==> src/rtl/flow_feed_sched_if.sv <==
// Handshake and bus bundle for flow_feed_sched: per-flow config and pixel inputs,
// tagged parameter/pixel writes toward the filter, and per-flow status.
interface flow_feed_sched_if #(
  parameter int unsigned DATA_W  = 8,
  parameter int unsigned SIZE_W  = 7,
  parameter int unsigned ALPHA_W = 3
);
  logic [1:0]           cfg_valid;
  logic [2*ALPHA_W-1:0] cfg_v_alpha;
  logic [2*ALPHA_W-1:0] cfg_h_alpha;
  logic [2*SIZE_W-1:0]  cfg_ext_size;
  logic [1:0]           cfg_ready;
  logic [1:0]           cfg_err;
  logic [1:0]           px_valid;
  logic [2*DATA_W-1:0]  px_data;
  logic [1:0]           px_ready;
  logic [ALPHA_W:0]     v_alpha_din;
  logic [ALPHA_W:0]     h_alpha_din;
  logic                 v_alpha_write;
  logic                 h_alpha_write;
  logic [SIZE_W:0]      ext_size_din;
  logic                 ext_size_write;
  logic [DATA_W:0]      in_din;
  logic                 in_write;
  logic [1:0]           in_full;
  logic [1:0]           busy;
  logic [1:0]           done;

  modport master (
    output cfg_valid, cfg_v_alpha, cfg_h_alpha, cfg_ext_size, px_valid, px_data, in_full,
    input  cfg_ready, cfg_err, px_ready, v_alpha_din, h_alpha_din, v_alpha_write,
           h_alpha_write, ext_size_din, ext_size_write, in_din, in_write, busy, done
  );

  modport slave (
    input  cfg_valid, cfg_v_alpha, cfg_h_alpha, cfg_ext_size, px_valid, px_data, in_full,
    output cfg_ready, cfg_err, px_ready, v_alpha_din, h_alpha_din, v_alpha_write,
           h_alpha_write, ext_size_din, ext_size_write, in_din, in_write, busy, done
  );
endinterface

==> src/rtl/flow_feed_sched.sv <==
// Two-flow feeder: validates per-flow block configuration, forwards it as tagged
// parameter writes, then interleaves each flow's ext_size^2 pixels into one tagged stream.
module flow_feed_sched #(
  parameter int unsigned DATA_W  = 8,
  parameter int unsigned SIZE_W  = 7,
  parameter int unsigned ALPHA_W = 3
) (
  input logic              clk,
  input logic              rst,
  flow_feed_sched_if.slave bus
);
  localparam int unsigned NF    = 2;
  localparam int unsigned REM_W = 13;
  localparam int unsigned SQ_W  = 2 * SIZE_W;

  typedef enum logic {IDLE = 1'b0, STREAM = 1'b1} state_t;

  state_t             state     [NF];
  logic [REM_W-1:0]   remaining [NF];
  logic               cfg_pref;
  logic               px_pref;

  logic [NF-1:0]      cfg_cand;
  logic [NF-1:0]      px_elig;
  logic               cfg_go;
  logic               cfg_sel;
  logic               cfg_legal;
  logic               px_go;
  logic               px_sel;
  logic [ALPHA_W-1:0] sel_v;
  logic [ALPHA_W-1:0] sel_h;
  logic [SIZE_W-1:0]  sel_size;
  logic [REM_W-1:0]   sel_sq;
  logic [DATA_W-1:0]  sel_px;

  function automatic logic alpha_ok(input logic [ALPHA_W-1:0] a);
    return (a == ALPHA_W'(0)) || (a == ALPHA_W'(2)) ||
           (a == ALPHA_W'(4)) || (a == ALPHA_W'(6));
  endfunction

  function automatic logic size_ok(input logic [SIZE_W-1:0] s);
    return (s == SIZE_W'(11)) || (s == SIZE_W'(15)) || (s == SIZE_W'(23)) ||
           (s == SIZE_W'(39)) || (s == SIZE_W'(71));
  endfunction

  // Per-flow request masks; reset low forces every handshake off.
  always_comb begin
    for (int unsigned f = 0; f < NF; f++) begin
      cfg_cand[f] = rst && bus.cfg_valid[f] && (state[f] == IDLE);
      px_elig[f]  = rst && bus.px_valid[f] && !bus.in_full[f] &&
                    (state[f] == STREAM) && (remaining[f] != '0);
    end
  end

  // Arbitration: on contention the preferred flow wins, otherwise the sole requester.
  always_comb begin
    cfg_go    = |cfg_cand;
    cfg_sel   = (&cfg_cand) ? cfg_pref : cfg_cand[1];
    px_go     = |px_elig;
    px_sel    = (&px_elig) ? px_pref : px_elig[1];
    sel_v     = cfg_sel ? bus.cfg_v_alpha[2*ALPHA_W-1:ALPHA_W] : bus.cfg_v_alpha[ALPHA_W-1:0];
    sel_h     = cfg_sel ? bus.cfg_h_alpha[2*ALPHA_W-1:ALPHA_W] : bus.cfg_h_alpha[ALPHA_W-1:0];
    sel_size  = cfg_sel ? bus.cfg_ext_size[2*SIZE_W-1:SIZE_W] : bus.cfg_ext_size[SIZE_W-1:0];
    sel_sq    = REM_W'(SQ_W'(sel_size) * SQ_W'(sel_size));
    cfg_legal = size_ok(sel_size) && alpha_ok(sel_v) && alpha_ok(sel_h);
    sel_px    = px_sel ? bus.px_data[2*DATA_W-1:DATA_W] : bus.px_data[DATA_W-1:0];
  end

  always_comb begin
    bus.cfg_ready = '0;
    bus.cfg_err   = '0;
    bus.px_ready  = '0;
    if (cfg_go) begin
      bus.cfg_ready[cfg_sel] = 1'b1;
      bus.cfg_err[cfg_sel]   = !cfg_legal;
    end
    if (px_go) begin
      bus.px_ready[px_sel] = 1'b1;
    end
  end

  always_comb begin
    for (int unsigned f = 0; f < NF; f++) begin
      bus.busy[f] = (state[f] == STREAM);
    end
  end

  // Flow FSMs, counters, arbitration pointers and the registered write ports.
  always_ff @(posedge clk or negedge rst) begin
    if (!rst) begin
      for (int unsigned f = 0; f < NF; f++) begin
        state[f]     <= IDLE;
        remaining[f] <= '0;
      end
      cfg_pref           <= 1'b0;
      px_pref            <= 1'b0;
      bus.v_alpha_din    <= '0;
      bus.h_alpha_din    <= '0;
      bus.ext_size_din   <= '0;
      bus.v_alpha_write  <= 1'b0;
      bus.h_alpha_write  <= 1'b0;
      bus.ext_size_write <= 1'b0;
      bus.in_din         <= '0;
      bus.in_write       <= 1'b0;
      bus.done           <= '0;
    end else begin
      bus.v_alpha_din    <= '0;
      bus.h_alpha_din    <= '0;
      bus.ext_size_din   <= '0;
      bus.v_alpha_write  <= 1'b0;
      bus.h_alpha_write  <= 1'b0;
      bus.ext_size_write <= 1'b0;
      bus.in_din         <= '0;
      bus.in_write       <= 1'b0;
      bus.done           <= '0;

      // Rejected configs still rotate the config preference.
      if (cfg_go) begin
        cfg_pref <= ~cfg_sel;
        if (cfg_legal) begin
          bus.v_alpha_din    <= {cfg_sel, sel_v};
          bus.h_alpha_din    <= {cfg_sel, sel_h};
          bus.ext_size_din   <= {cfg_sel, sel_size};
          bus.v_alpha_write  <= 1'b1;
          bus.h_alpha_write  <= 1'b1;
          bus.ext_size_write <= 1'b1;
          state[cfg_sel]     <= STREAM;
          remaining[cfg_sel] <= sel_sq;
        end
      end

      // A config grant and a pixel grant never target the same flow.
      if (px_go) begin
        px_pref           <= ~px_sel;
        bus.in_write      <= 1'b1;
        bus.in_din        <= {px_sel, sel_px};
        remaining[px_sel] <= remaining[px_sel] - REM_W'(1);
        if (remaining[px_sel] == REM_W'(1)) begin
          state[px_sel]    <= IDLE;
          bus.done[px_sel] <= 1'b1;
        end
      end
    end
  end
endmodule

==> src/flat_wrapper.sv <==
// flat-port wrapper written by rule: the top's interface ports become plain ports
module flow_feed_sched_flat 
#(
  parameter int unsigned DATA_W  = 8,
  parameter int unsigned SIZE_W  = 7,
  parameter int unsigned ALPHA_W = 3
)
  (clk, rst, bus_cfg_valid, bus_cfg_v_alpha, bus_cfg_h_alpha, bus_cfg_ext_size, bus_px_valid, bus_px_data, bus_in_full, bus_cfg_ready, bus_cfg_err, bus_px_ready, bus_v_alpha_din, bus_h_alpha_din, bus_v_alpha_write, bus_h_alpha_write, bus_ext_size_din, bus_ext_size_write, bus_in_din, bus_in_write, bus_busy, bus_done);
  flow_feed_sched_if #(.DATA_W(DATA_W), .SIZE_W(SIZE_W), .ALPHA_W(ALPHA_W)) bus_i ();
  input logic clk;
  input logic rst;
  input wire logic [$bits(bus_i.cfg_valid)-1:0] bus_cfg_valid;
  input wire logic [$bits(bus_i.cfg_v_alpha)-1:0] bus_cfg_v_alpha;
  input wire logic [$bits(bus_i.cfg_h_alpha)-1:0] bus_cfg_h_alpha;
  input wire logic [$bits(bus_i.cfg_ext_size)-1:0] bus_cfg_ext_size;
  input wire logic [$bits(bus_i.px_valid)-1:0] bus_px_valid;
  input wire logic [$bits(bus_i.px_data)-1:0] bus_px_data;
  input wire logic [$bits(bus_i.in_full)-1:0] bus_in_full;
  output wire logic [$bits(bus_i.cfg_ready)-1:0] bus_cfg_ready;
  output wire logic [$bits(bus_i.cfg_err)-1:0] bus_cfg_err;
  output wire logic [$bits(bus_i.px_ready)-1:0] bus_px_ready;
  output wire logic [$bits(bus_i.v_alpha_din)-1:0] bus_v_alpha_din;
  output wire logic [$bits(bus_i.h_alpha_din)-1:0] bus_h_alpha_din;
  output wire logic [$bits(bus_i.v_alpha_write)-1:0] bus_v_alpha_write;
  output wire logic [$bits(bus_i.h_alpha_write)-1:0] bus_h_alpha_write;
  output wire logic [$bits(bus_i.ext_size_din)-1:0] bus_ext_size_din;
  output wire logic [$bits(bus_i.ext_size_write)-1:0] bus_ext_size_write;
  output wire logic [$bits(bus_i.in_din)-1:0] bus_in_din;
  output wire logic [$bits(bus_i.in_write)-1:0] bus_in_write;
  output wire logic [$bits(bus_i.busy)-1:0] bus_busy;
  output wire logic [$bits(bus_i.done)-1:0] bus_done;
  assign bus_i.cfg_valid = bus_cfg_valid;
  assign bus_i.cfg_v_alpha = bus_cfg_v_alpha;
  assign bus_i.cfg_h_alpha = bus_cfg_h_alpha;
  assign bus_i.cfg_ext_size = bus_cfg_ext_size;
  assign bus_i.px_valid = bus_px_valid;
  assign bus_i.px_data = bus_px_data;
  assign bus_i.in_full = bus_in_full;
  assign bus_cfg_ready = bus_i.cfg_ready;
  assign bus_cfg_err = bus_i.cfg_err;
  assign bus_px_ready = bus_i.px_ready;
  assign bus_v_alpha_din = bus_i.v_alpha_din;
  assign bus_h_alpha_din = bus_i.h_alpha_din;
  assign bus_v_alpha_write = bus_i.v_alpha_write;
  assign bus_h_alpha_write = bus_i.h_alpha_write;
  assign bus_ext_size_din = bus_i.ext_size_din;
  assign bus_ext_size_write = bus_i.ext_size_write;
  assign bus_in_din = bus_i.in_din;
  assign bus_in_write = bus_i.in_write;
  assign bus_busy = bus_i.busy;
  assign bus_done = bus_i.done;
  flow_feed_sched #(.DATA_W(DATA_W), .SIZE_W(SIZE_W), .ALPHA_W(ALPHA_W)) u_core (.clk(clk), .rst(rst), .bus(bus_i));
endmodule
==> config.mk <==
export PLATFORM = sky130hd
export DESIGN_NAME = flow_feed_sched_flat
export DESIGN_NICKNAME = d
export VERILOG_FILES = /design/src/rtl/flow_feed_sched_if.sv /design/src/rtl/flow_feed_sched.sv /design/src/flat_wrapper.sv
export SDC_FILE = /design/constraint.sdc
export NUM_CORES = 1
export LEC_CHECK = 0
export BUFFER_PORTS_ARGS = -buffer_cell sky130_fd_sc_hd__buf_4
export CORE_MARGIN = 3
export CORE_UTILIZATION = 28
export DETAILED_ROUTE_END_ITERATION = 8
export REMOVE_ABC_BUFFERS = 1
export SYNTH_ARGS = -nofsm -noshare
export SYNTH_HDL_FRONTEND = slang
export SYNTH_SLANG_ARGS = --single-unit
==> constraint.sdc <==
create_clock -name clk -period 10.7 [get_ports clk]
set_clock_uncertainty 0.1 [all_clocks]
set_input_delay 2.14 -clock clk [delete_from_list [all_inputs] [get_ports clk]]
set_output_delay 2.14 -clock clk [all_outputs]
set_load 0.01 [all_outputs]
* After elaboration in Yosys (flattened, before gate mapping) *
Index checks and enable logic that the tools add are counted.

word-level totals
  register bits = 59
  bits of input ports = 50
  output and inout bits = 39
  logic and storage cells = 129

cells by class
  add/subtract/negate cells = 1
  multipliers = 1
  $lt $le $gt $ge = 8
  equality and inequality tests = 12
  multiplexer cells = 45
  bitwise logic cells = 10
  reductions and logical operators = 39

operators by type and width
  operator                 count
  $mux W26                 3
  $mux W13                 5
  $bwmux W26               2
  $demux W13 S1            2
  $reduce_bool A13 Y1      2
  $mux W8                  3
  $logic_and A1 B1 Y1      18
  $mux W2                  9
  $mux W4                  4
  $eq A7 B4 Y1 const B     2
  $eq A13 B1 Y1 const B    1
  $mul A7 B7 Y13           1
  $sub A13 B1 Y13 const B  1
  $eq A3 B3 Y1 const B     4
  $logic_or A1 B1 Y1       10
  $mux W1                  9
  $mux W9                  1
  $eq A7 B5 Y1 const B     1
  $eq A7 B6 Y1 const B     1
  $eq A7 B7 Y1 const B     1
  $mux W7                  1
  $eq A3 B2 Y1 const B     2
  $logic_not A3 Y1         2
  $mux W3                  2
  13 further kinds         29

* Logic depth before layout (Yosys ltp) *
Gate-level depths: netlist (run 1).

  depth after elaboration = 17
  depth in mapped cells = 22
  depth with buffers taken out = 21

* Worst setup path before layout (run 1) *
Ideal clock, no wire load.

  kind = in2reg
  from = input port bus_cfg_valid[0]
  to = register u_core.remaining[12] (netlist name)
  setup time = 0.104 ns
  arrival time = 7.200 ns
  data required time = 10.496 ns
  setup slack = 3.296 ns
  stages = 21
  buffers on the path = 1
  cell sequence = or3b_4 -> nand2_2 -> buf_6 -> mux2i_1 -> nor2_1 -> ha_1 -> xnor2_1 -> fa_1 -> inv_1 -> fa_1 -> inv_1 -> fa_1 -> inv_1 -> ha_1 -> a21oi_1 -> nor2_1 -> a311oi_1 -> a21oi_1 -> a31o_2 -> xnor2_1 -> a221oi_1

between the ends
  longest elaborated chain between the ends = 16
  elaborated cells between the ends (all ways) = 45
  classes of those cells = mul (1); order compare (2); eq/ne (11); mux (11); bitwise (1); reduce/logical (19)

ends and longest elaborated chain
  element                                                                  line                    source
  start, declared                                                          flat_wrapper.sv:12      input wire logic [$bits(bus_i.cfg_valid)-1:0] bus_cfg_valid;
  $logic_and A1 B1 Y1 (*) (2 in series)                                    flow_feed_sched.sv:49   cfg_cand[f] = rst && bus.cfg_valid[f] && (state[f] == IDLE);
  parallel branches: the longest is 11 deep, another holds $mul A7 B7 Y13  n/a
  $mux W26 (*)                                                             flow_feed_sched.sv:118  if (cfg_go) begin
  $bwmux W26                                                               flow_feed_sched.sv:137  remaining[px_sel] <= remaining[px_sel] - REM_W'(1);
  $mux W26 (*)                                                             flow_feed_sched.sv:133  if (px_go) begin
  end signal, assigned by index                                            flow_feed_sched.sv:128  remaining[cfg_sel] <= sel_sq;
  end signal, assigned by index                                            flow_feed_sched.sv:137
  end, declared                                                            flow_feed_sched.sv:19   logic [REM_W-1:0] remaining [NF];

Mark *: on every way between the ends.
A chain may end at the register's enable or synchronous reset.

* Final worst setup path (run 1) *
  from = input port rst
  to = register u_core.remaining[12] (netlist name)

between the ends
  longest elaborated chain between the ends = 16
  elaborated cells between the ends (all ways) = 68
  classes of those cells = add/sub (1); mul (1); order compare (4); eq/ne (11); mux (17); bitwise (2); reduce/logical (32)

ends and longest elaborated chain
  element                                                                  line                    source
  start, declared                                                          flat_wrapper.sv:11      input logic rst;
  parallel branches: the longest is 15 deep, another holds $mul A7 B7 Y13  n/a
  $mux W26 (*)                                                             flow_feed_sched.sv:133

Mark *: on every way between the ends. The select of a mux whose other input is x is not followed.

==> flow_summary.ini, run 1 <==
[global_route]
grt_pass1_vias = 3574
antenna_found_initial = 0
grt_pass1_wl_um = 18500
grt_max_degree = 65
gr-usage-all-layers = 0.1363
overflow = 0

[synthesis]
syn_area_um2 = 4274
synth_top_area_share = 0.3337
seq_area_frac_synth = 0.3337
synth-edff-count = 0
synth-seq-cells = 57
yosysUniqueCellTypes = 75
yosysWarnings = 0
netlist_instances = 445
synth_async_sr_flop_share = 1.000
synth_top_cells_by_area = dfrtp_1 (33%), ha_1 (7.3%), fa_1 (6.1%)
synth_top_area_cell = dfrtp_1
ys.flop_type = dfrtp_1
avgSynthCellArea_um2 = 9.605

[setup_path]
cp_max_fo = 64
r2r_cells = 20
cp.required_ps = 10820
worst_ep_arrival_time_ps = 8160
startpoint = rst
worstSetupPathType = in2reg
r2r_slack_ps = 4460
crit_path_start_kind = primary input
regToRegEndpoint = u_core.remaining[12]$_DFF_PN0_
rr_startpoint = u_core.bus.busy[0]$_DFF_PN0_
endpoint_kind = register
crit_end = u_core.remaining[12]$_DFF_PN0_

[cells_and_area]
fillers = 1459
finalNetCount = 619
final_cell_mix = buf_4 (88), nor2_1 (63), dfrtp_1 (57)
diodes = 0
drive_gt1_frac = 0.2537
syn_to_final_growth_pct = 25.73
final_common_cell = buf_4
fin_area_um2 = 5374

[detailed_routing]
drtPass1Iterations = 4
vias = 3682
wirelength_um = 11270
dr.first_iter.drc_count = 311
wl_per_cell_um = 15.65
viasPerCell = 5.114
postRouteAntennaNets = 0
remaining_drc_errors = 0

[timing]
setup-tns-final_ps = 0
hold_viol = 0
period_needed_ps = 8043
setup_viol = 0
fmax_mhz = 124.3
worstMarginPinSlew_ps = 831.4
period_share = 0.7517
report.final.slew_viol_count = 0
rsz0062_at_grt = no
worst_slack_ps = 2657
relSlewSlack = 0.4436

[clock_network]
root_buffer = clkbuf_16
cts.sinks = 57
cts_buffers = 9
clkTransAtPathRegs_ps = 50
ctsHtreeMaxLevel = 3
post-cts-setup-buffers = 0
cts_tree = done
clock_path_buffers = 2
clk_latency_ps = 330
cts_hold_buf = 0
cts-resized-gates = 0

[floorplan]
die_w_um = 129.6
core_area_um2 = 14750
rows = 44
initial_utilization = 0.2897
die_area_um2 = 16780
io-pin-count = 89
die_h_um = 129.6

[placement]
portBuffers = 88
hpwl_um = 8512
dp_slack_ps = 2256
placed_area_um2 = 5066
gp_congestion = 0.8377

[power]
peakVddDrop_mv = 0.07444
power_density_nw_per_um2 = 197.6
leakage_uw = 0.002626

[min_path]
hp-class = reg2reg

[job]
maxCapViolations = 0

[outcome]
status = finished, final reports clean
-- worst min-delay path by stage --
| stage | cells after the start | to | startpoint |
|---|---|---|---|
| global route | 1 | u_core.remaining[10]$_DFF_PN0_ | u_core.remaining[10]$_DFF_PN0_ |
| finish | 1 | u_core.remaining[10]$_DFF_PN0_ | u_core.remaining[10]$_DFF_PN0_ |
| detailed placement | 1 | u_core.remaining[10]$_DFF_PN0_ | u_core.remaining[10]$_DFF_PN0_ |
| CTS | 1 | u_core.remaining[10]$_DFF_PN0_ | u_core.remaining[10]$_DFF_PN0_ |
| global placement | 1 | u_core.remaining[10]$_DFF_PN0_ | u_core.remaining[10]$_DFF_PN0_ |
| floorplan | 1 | u_core.remaining[10]$_DFF_PN0_ | u_core.remaining[10]$_DFF_PN0_ |
-- cell usage after synthesis (3+ instances only) --
cell and instances:
nor2_1 63, dfrtp_1 57, inv_1 39, ha_1 25, a21oi_1 21, mux2i_1 17
nand2_1 16, a22o_1 13, fa_1 13, nor3_1 11, xnor2_1 11, nand3b_1 8
nor2b_1 8, o21ai_0 8, a211o_1 6, a21o_1 6, nand3_1 6, a21oi_2 5
a211oi_1 4, and3_1 4, buf_2 4, buf_4 4, buf_6 4, nand4_1 4
nor3b_1 4, nor4_1 4, o31ai_1 4, or3_1 4, xor2_1 4, a221oi_1 3
a311oi_1 3, and2_1 3, or2_2 3
-- metrics by stage --
| stage | utilization | total power [uW] | std cells | hold WS (ps) |
|---|---|---|---|---|
| floorplan | - | 633.7 | 432 | 339.0 |
| global placement | 0.3434 | 760.7 | 704 | 368.6 |
| detailed placement | 0.3434 | 772.2 | 704 | 385.8 |
| CTS | 0.3642 | 1069 | 720 | 392.9 |
| global route | 0.3642 | 1142 | 720 | 427.1 |
| finish | 0.3642 | 1062 | 720 | 387.9 |
-- sequential cells by signal (all words and copies together) (netlist names), 2 cells and up --
signal / flops
u_core.bus.busy: 2
u_core.bus.done: 2
u_core.bus.ext_size_din: 8
u_core.bus.h_alpha_din: 3
u_core.bus.in_din: 9
u_core.bus.v_alpha_din: 3
u_core.remaining: 26
-- report_power, final --
part | internal [uW] | leakage [uW] | switching, uW | total [uW]
combinational | 188 | 0.00174 | 272 | 460
clock | 193 | 0.000149 | 97.6 | 290
sequential | 261 | 0.000734 | 51.4 | 312
-- logic make-up (layout without fill, tap and decap cells) --
kind of cell,Yosys count,after routing,share of synthesized area
buf+inv,56,146,0.06265
xor+xnor,15,15,0.03074
flops,57,57,0.3337
fa+ha+maj,38,38,0.1341
other cells,1,2,0.0008774
mux,18,18,0.04245
simple gates,155,155,0.1955
compound gates,105,105,0.1999
-- final cells by class --
class                      instances  area (um2)  area share
clock buffer                      12       256.5     0.04773
clock inverter                     4       51.30    0.009546
inverter                          42       165.2     0.03073
multi-input combinational        333        2584      0.4808
sequential                        57        1426      0.2654
tap                              184       230.2     0.04284
timing repair buffer              88       660.6      0.1229
-- critical path: stages --
cell and delay (ps):
buf_4 610, and3b_2 340, nand2_2 210, mux2i_1 670
nor2_1 170, ha_1 370, xnor2_1 150, fa_1 490
inv_1 50, fa_1 530, inv_1 50, fa_1 520
inv_1 40, ha_1 340, a21oi_1 140, nor2_1 50
a311oi_1 360, a21oi_1 160, a31o_2 280, xnor2_1 160
a221oi_1 290
-- metal layers --
layer,routed length (um),GRT usage
met3,685,0.03009
met5,0,0
met4,189,0.03729
met1,5008,0.1857
met2,5381,0.2192
Power figures use the tool's default switching activity.
==> inputs of run 2 (changes only) <==
==> constraint.sdc (replaced) <==
create_clock -name clk -period 6.6 [get_ports clk]
set_clock_uncertainty 0.1 [all_clocks]
set_input_delay 1.32 -clock clk [delete_from_list [all_inputs] [get_ports clk]]
set_output_delay 1.32 -clock clk [all_outputs]
set_load 0.01 [all_outputs]
==> flow_summary.ini, run 2 (synthesis results as in run 1) <==
[global_route]
grt_max_degree = 64
overflow = 0
antenna_found_initial = 0
gr-usage-all-layers = 0.1364
grt_pass1_vias = 3644
grt_pass1_wl_um = 18250

[cells_and_area]
register_area_um2 = 1426
fillers = 1473
largest-register = u_core.remaining
largestRegisters = u_core.remaining x26, u_core.bus.in_din x9, u_core.bus.ext_size_din x8
finalNetCount = 633
syn_to_final_growth_pct = 27.96
largest_register_ffs = 26
layout.cells.non_filler = 734
multi_input_area_um2 = 2584
final_cell_mix = buf_4 (102), nor2_1 (63), dfrtp_1 (57)
final_common_cell = buf_4
fin_area_um2 = 5469
diodes = 0
drive_gt1_frac = 0.2727

[timing]
worst_slack_ps = 389.3
relSlewSlack = 0.4369
period_needed_ps = 6211
report.final.slew_viol_count = 0
fmax_mhz = 161.0
rsz0062_at_grt = no
worstMarginPinSlew_ps = 841.5
setup-tns-final_ps = 0
period_share = 0.9410
hold_viol = 0
setup_viol = 0

[detailed_routing]
wirelength_um = 11110
vias = 3680
drtPass1Iterations = 6
viasPerCell = 5.014
wl_per_cell_um = 15.14
postRouteAntennaNets = 0
remaining_drc_errors = 0
dr.first_iter.drc_count = 243

[placement]
gp_congestion = 0.8352
placed_area_um2 = 5171
dp_slack_ps = 46.84
hpwl_um = 8639
portBuffers = 88
dpl.cell_count = 718

[power]
p_comb_frac = 0.444
internal_power_uw = 1045
swShare = 0.3970
power_uw = 1733
peakVddDrop_mv = 0.1123
switching_power_uw = 688.0
seqPwrFrac = 0.289
clockPowerShare = 0.267
power_density_nw_per_um2 = 316.9
leakage_uw = 0.002686

[min_path]
hp-class = reg2reg

[clock_network]
cts.sinks = 57
root_buffer = clkbuf_16
clock_path_buffers = 2
post-cts-setup-buffers = 0
cts_tree = done
cts_buffers = 9
ctsHtreeMaxLevel = 3
cts-resized-gates = 0
clk_latency_ps = 330
clkTransAtPathRegs_ps = 50
cts_hold_buf = 0

[setup_path]
cp_max_fo = 6
crit_path_start_kind = primary input
cp.required_ps = 6720
worstSetupPathType = in2reg
worst_ep_arrival_time_ps = 6330
endpoint_kind = register

[floorplan]
die_w_um = 129.6
die_h_um = 129.6
die_area_um2 = 16780
rows = 44
core_area_um2 = 14750
initial_utilization = 0.2897
io-pin-count = 89

[job]
maxCapViolations = 0

[outcome]
status = finished, final reports clean
-- run 2: cell types whose count changed in the layout (fill, tap and decap cells not counted), sizes merged --
cell / previous run / this run
clkbuf: 12 / 11
buf: 88 / 102
clkinvlp: 1 / 2
-- run 2: layout make-up --
| cell class | count | area share |
|---|---|---|
| Inverter | 42 | 0.03020 |
| Tap cell | 184 | 0.04210 |
| Sequential cell | 57 | 0.2608 |
| Clock buffer | 11 | 0.04438 |
| Timing Repair Buffer | 102 | 0.1400 |
| Clock inverter | 5 | 0.01007 |
| Multi-Input combinational cell | 333 | 0.4724 |
-- run 2: critical path, stage by stage --
cell	delay [ps]
buf_4	90
or3b_4	390
nand2_2	150
buf_4	190
mux2i_1	260
nor2_1	90
ha_1	330
xnor2_1	150
fa_1	490
inv_1	60
fa_1	530
inv_1	60
fa_1	530
inv_1	40
ha_1	300
a21oi_1	130
nor2_1	50
a311oi_1	320
a21oi_1	150
a31o_2	270
xnor2_1	150
a221oi_1	300
-- run 2: power by group through the flow --
stage / sequential [uW] / clock, uW / combinational [uW]
3_5_place_dp: 503 / 0 / 765
5_1_grt: 515 / 488 / 863
3_3_place_gp: 503 / 0 / 754
6_report: 501 / 463 / 769
4_1_cts: 500 / 473 / 769
2_1_floorplan: 488 / 0 / 539
-- run 2: path summary, 6_finish.rpt --
kind / from / to / slack (ps) / depth (start not counted)
worst max register to register: u_core.bus.busy[0]$_DFF_PN0_ / u_core.remaining[12]$_DFF_PN0_ / 970 / 21
worst min-delay path: u_core.remaining[10]$_DFF_PN0_ / u_core.remaining[10]$_DFF_PN0_ / 380 / 1
worst max-delay path: bus_cfg_valid[0] / u_core.remaining[12]$_DFF_PN0_ / 390 / 22
worst min register to register: u_core.remaining[10]$_DFF_PN0_ / u_core.remaining[10]$_DFF_PN0_ / 380 / 1
max in group asynchronous: rst / u_core.bus.v_alpha_din[0]$_DFF_PN0_ / 4820 / 2
min in group asynchronous: rst / u_core.bus.in_din[5]$_DFF_PN0_ / 1090 / 2
-- run 2: layer usage --
metal,share of wire,GRT usage
met5,0,0
met4,0.016,0.04095
met3,0.056,0.03256
met2,0.48,0.2241
met1,0.45,0.1787
-- run 2: through the flow --
step,hold slack (ps),utilization
after global placement,366.5,0.3505
after global routing,424.6,0.3707
after detailed placement,373.4,0.3505
after CTS,382.9,0.3707
final,378.5,0.3707
after floorplan,339.0,-
==> inputs of run 3 (changes only) <==
==> constraint.sdc (replaced) <==
create_clock -name clk -period 7.5 [get_ports clk]
set_clock_uncertainty 0.1 [all_clocks]
set_input_delay 1.5 -clock clk [delete_from_list [all_inputs] [get_ports clk]]
set_output_delay 1.5 -clock clk [all_outputs]
set_load 0.01 [all_outputs]
==> flow_summary.ini, run 3 (synthesis results as in run 1) <==
[outcome]
status = finished, final reports clean

[timing]
fmax_mhz = 146.6
report.final.slew_viol_count = 0
rsz0062_at_grt = no
setup_viol = 0
period_needed_ps = 6820
hold_viol = 0
worstMarginPinSlew_ps = 894.1
period_share = 0.9094
relSlewSlack = 0.4016
setup-tns-final_ps = 0

[setup_path]
cp_max_fo = 12
rr_startpoint = u_core.bus.busy[0]$_DFF_PN0_
crit_path_start_kind = primary input
crit_slowest_cell = fa_1
max_stage_delay_ps = 550
endpoint_kind = register
worst_ep_arrival_time_ps = 6940
crit_path_frequent_cell = inv_1
startpoint = bus_cfg_valid[0]
cp.required_ps = 7620
cp_cell_sequence = buf_4 > or3b_4 > nand2_2 > mux2i_1 > nor2_1 > xnor2_1 > ha_1 > inv_1 > fa_1 > inv_1 > fa_1 > inv_1 > fa_1 > inv_1 > ha_1 > a21oi_1 > nor2_1 > a311oi_1 > a21oi_1 > a31o_2 > xnor2_1 > a221oi_1
worstSetupPathType = in2reg

[cells_and_area]
final_cell_mix = buf_4 (94), nor2_1 (63), dfrtp_1 (57)
finalNetCount = 625
largestRegisters = u_core.remaining x26, u_core.bus.in_din x9, u_core.bus.ext_size_din x8
final_common_cell = buf_4
fillers = 1487
largest-register = u_core.remaining
drive_gt1_frac = 0.2620
diodes = 0
largest_register_ffs = 26
syn_to_final_growth_pct = 26.55

[placement]
hpwl_um = 8703
gp_congestion = 0.8542
portBuffers = 88

[clock_network]
cts_buffers = 9
post-cts-setup-buffers = 0
cts_tree = done
clkTransAtPathRegs_ps = 50
root_buffer = clkbuf_16
clock_path_buffers = 2
cts-resized-gates = 0
cts_hold_buf = 0
clk_latency_ps = 330
cts.sinks = 57
ctsHtreeMaxLevel = 3

[min_path]
hp-class = reg2reg
hold_start = u_core.remaining[10]$_DFF_PN0_

[power]
power_density_nw_per_um2 = 279.6
power_uw = 1512
peakVddDrop_mv = 0.1179
leakage_uw = 0.002648

[job]
maxCapViolations = 0

[detailed_routing]
dr.first_iter.drc_count = 241
wirelength_um = 11380
vias = 3695
viasPerCell = 5.090
drtPass1Iterations = 4
postRouteAntennaNets = 0
wl_per_cell_um = 15.67
remaining_drc_errors = 0

[global_route]
grt_pass1_vias = 3691
gr-usage-all-layers = 0.1371
grt_pass1_wl_um = 18600
antenna_found_initial = 0
overflow = 0
grt_max_degree = 64

[floorplan]
die_h_um = 129.6
rows = 44
core_area_um2 = 14750
initial_utilization = 0.2897
die_area_um2 = 16780
die_w_um = 129.6
io-pin-count = 89
==> run 3: changes by cell type in the layout (fill, tap and decap cells not counted) <==
cell   change
buf_4      -8
==> run 3: per-layer routing <==
metal  share of wire  GRT usage  vias to the layer above
met5               0          0                        -
met4           0.012    0.03301                        0
met3           0.062    0.02721                       11
met2            0.48     0.2314                      128
met1            0.45     0.1815                     1786
li1                -          -                     1770
==> run 3: worst paths after layout <==
| check | to | slack [ps] | cells after the start |
|---|---|---|---|
| worst max-delay path | u_core.remaining[12]$_DFF_PN0_ | 680 | 22 |
| worst min-delay path | u_core.remaining[10]$_DFF_PN0_ | 380 | 1 |
| worst max register to register | u_core.remaining[12]$_DFF_PN0_ | 1440 | 21 |
| worst min register to register | u_core.remaining[10]$_DFF_PN0_ | 380 | 1 |
| max in group asynchronous | u_core.bus.ext_size_din[0]$_DFF_PN0_ | 5520 | 2 |
| min in group asynchronous | u_core.bus.h_alpha_din[1]$_DFF_PN0_ | 1260 | 2 |
==> run 3: report_power, final <==
| part | internal [uW] | switching (uW) |
|---|---|---|
| combinational | 271 | 388 |
| clock | 265 | 144 |
| sequential | 372 | 73.2 |
==> run 3: worst max-delay path, delay by kind of cell <==
kind | cells | cell delay, ps
adders and majority gates | 5 | 2230
xor gates and xnor gates | 2 | 310
AOI/OAI and AO/OA | 5 | 1250
muxes | 1 | 430
and+or+nand+nor | 4 | 910
buffers and inverters | 5 | 300
==> run 3: area by class of cell <==
class,instances,area (um2),share of cell area
repair buffers,94,705.7,0.1305
well taps,184,230.2,0.04256
inverters,42,165.2,0.03053
flip-flops and latches,57,1426,0.2637
clock inverters,5,55.05,0.01018
clock buffers,11,242.7,0.04488
multi-input cells,333,2584,0.4777
==> run 3: per-stage QoR <==
| step | area, um2 | hold WS (ps) | util | std cells | setup slack (ps) |
|---|---|---|---|---|---|
| floorplan | 4175 | 339.0 | - | 432 | 724.2 |
| global placement | 5111 | 366.4 | 0.3464 | 710 | 522.2 |
| detailed placement | 5111 | 374.7 | 0.3464 | 710 | 347.7 |
| CTS | 5409 | 388.2 | 0.3666 | 726 | 700.5 |
| global route | 5409 | 408.9 | 0.3666 | 726 | 348.8 |
| finish | 5409 | 384.4 | 0.3666 | 726 | 679.8 |
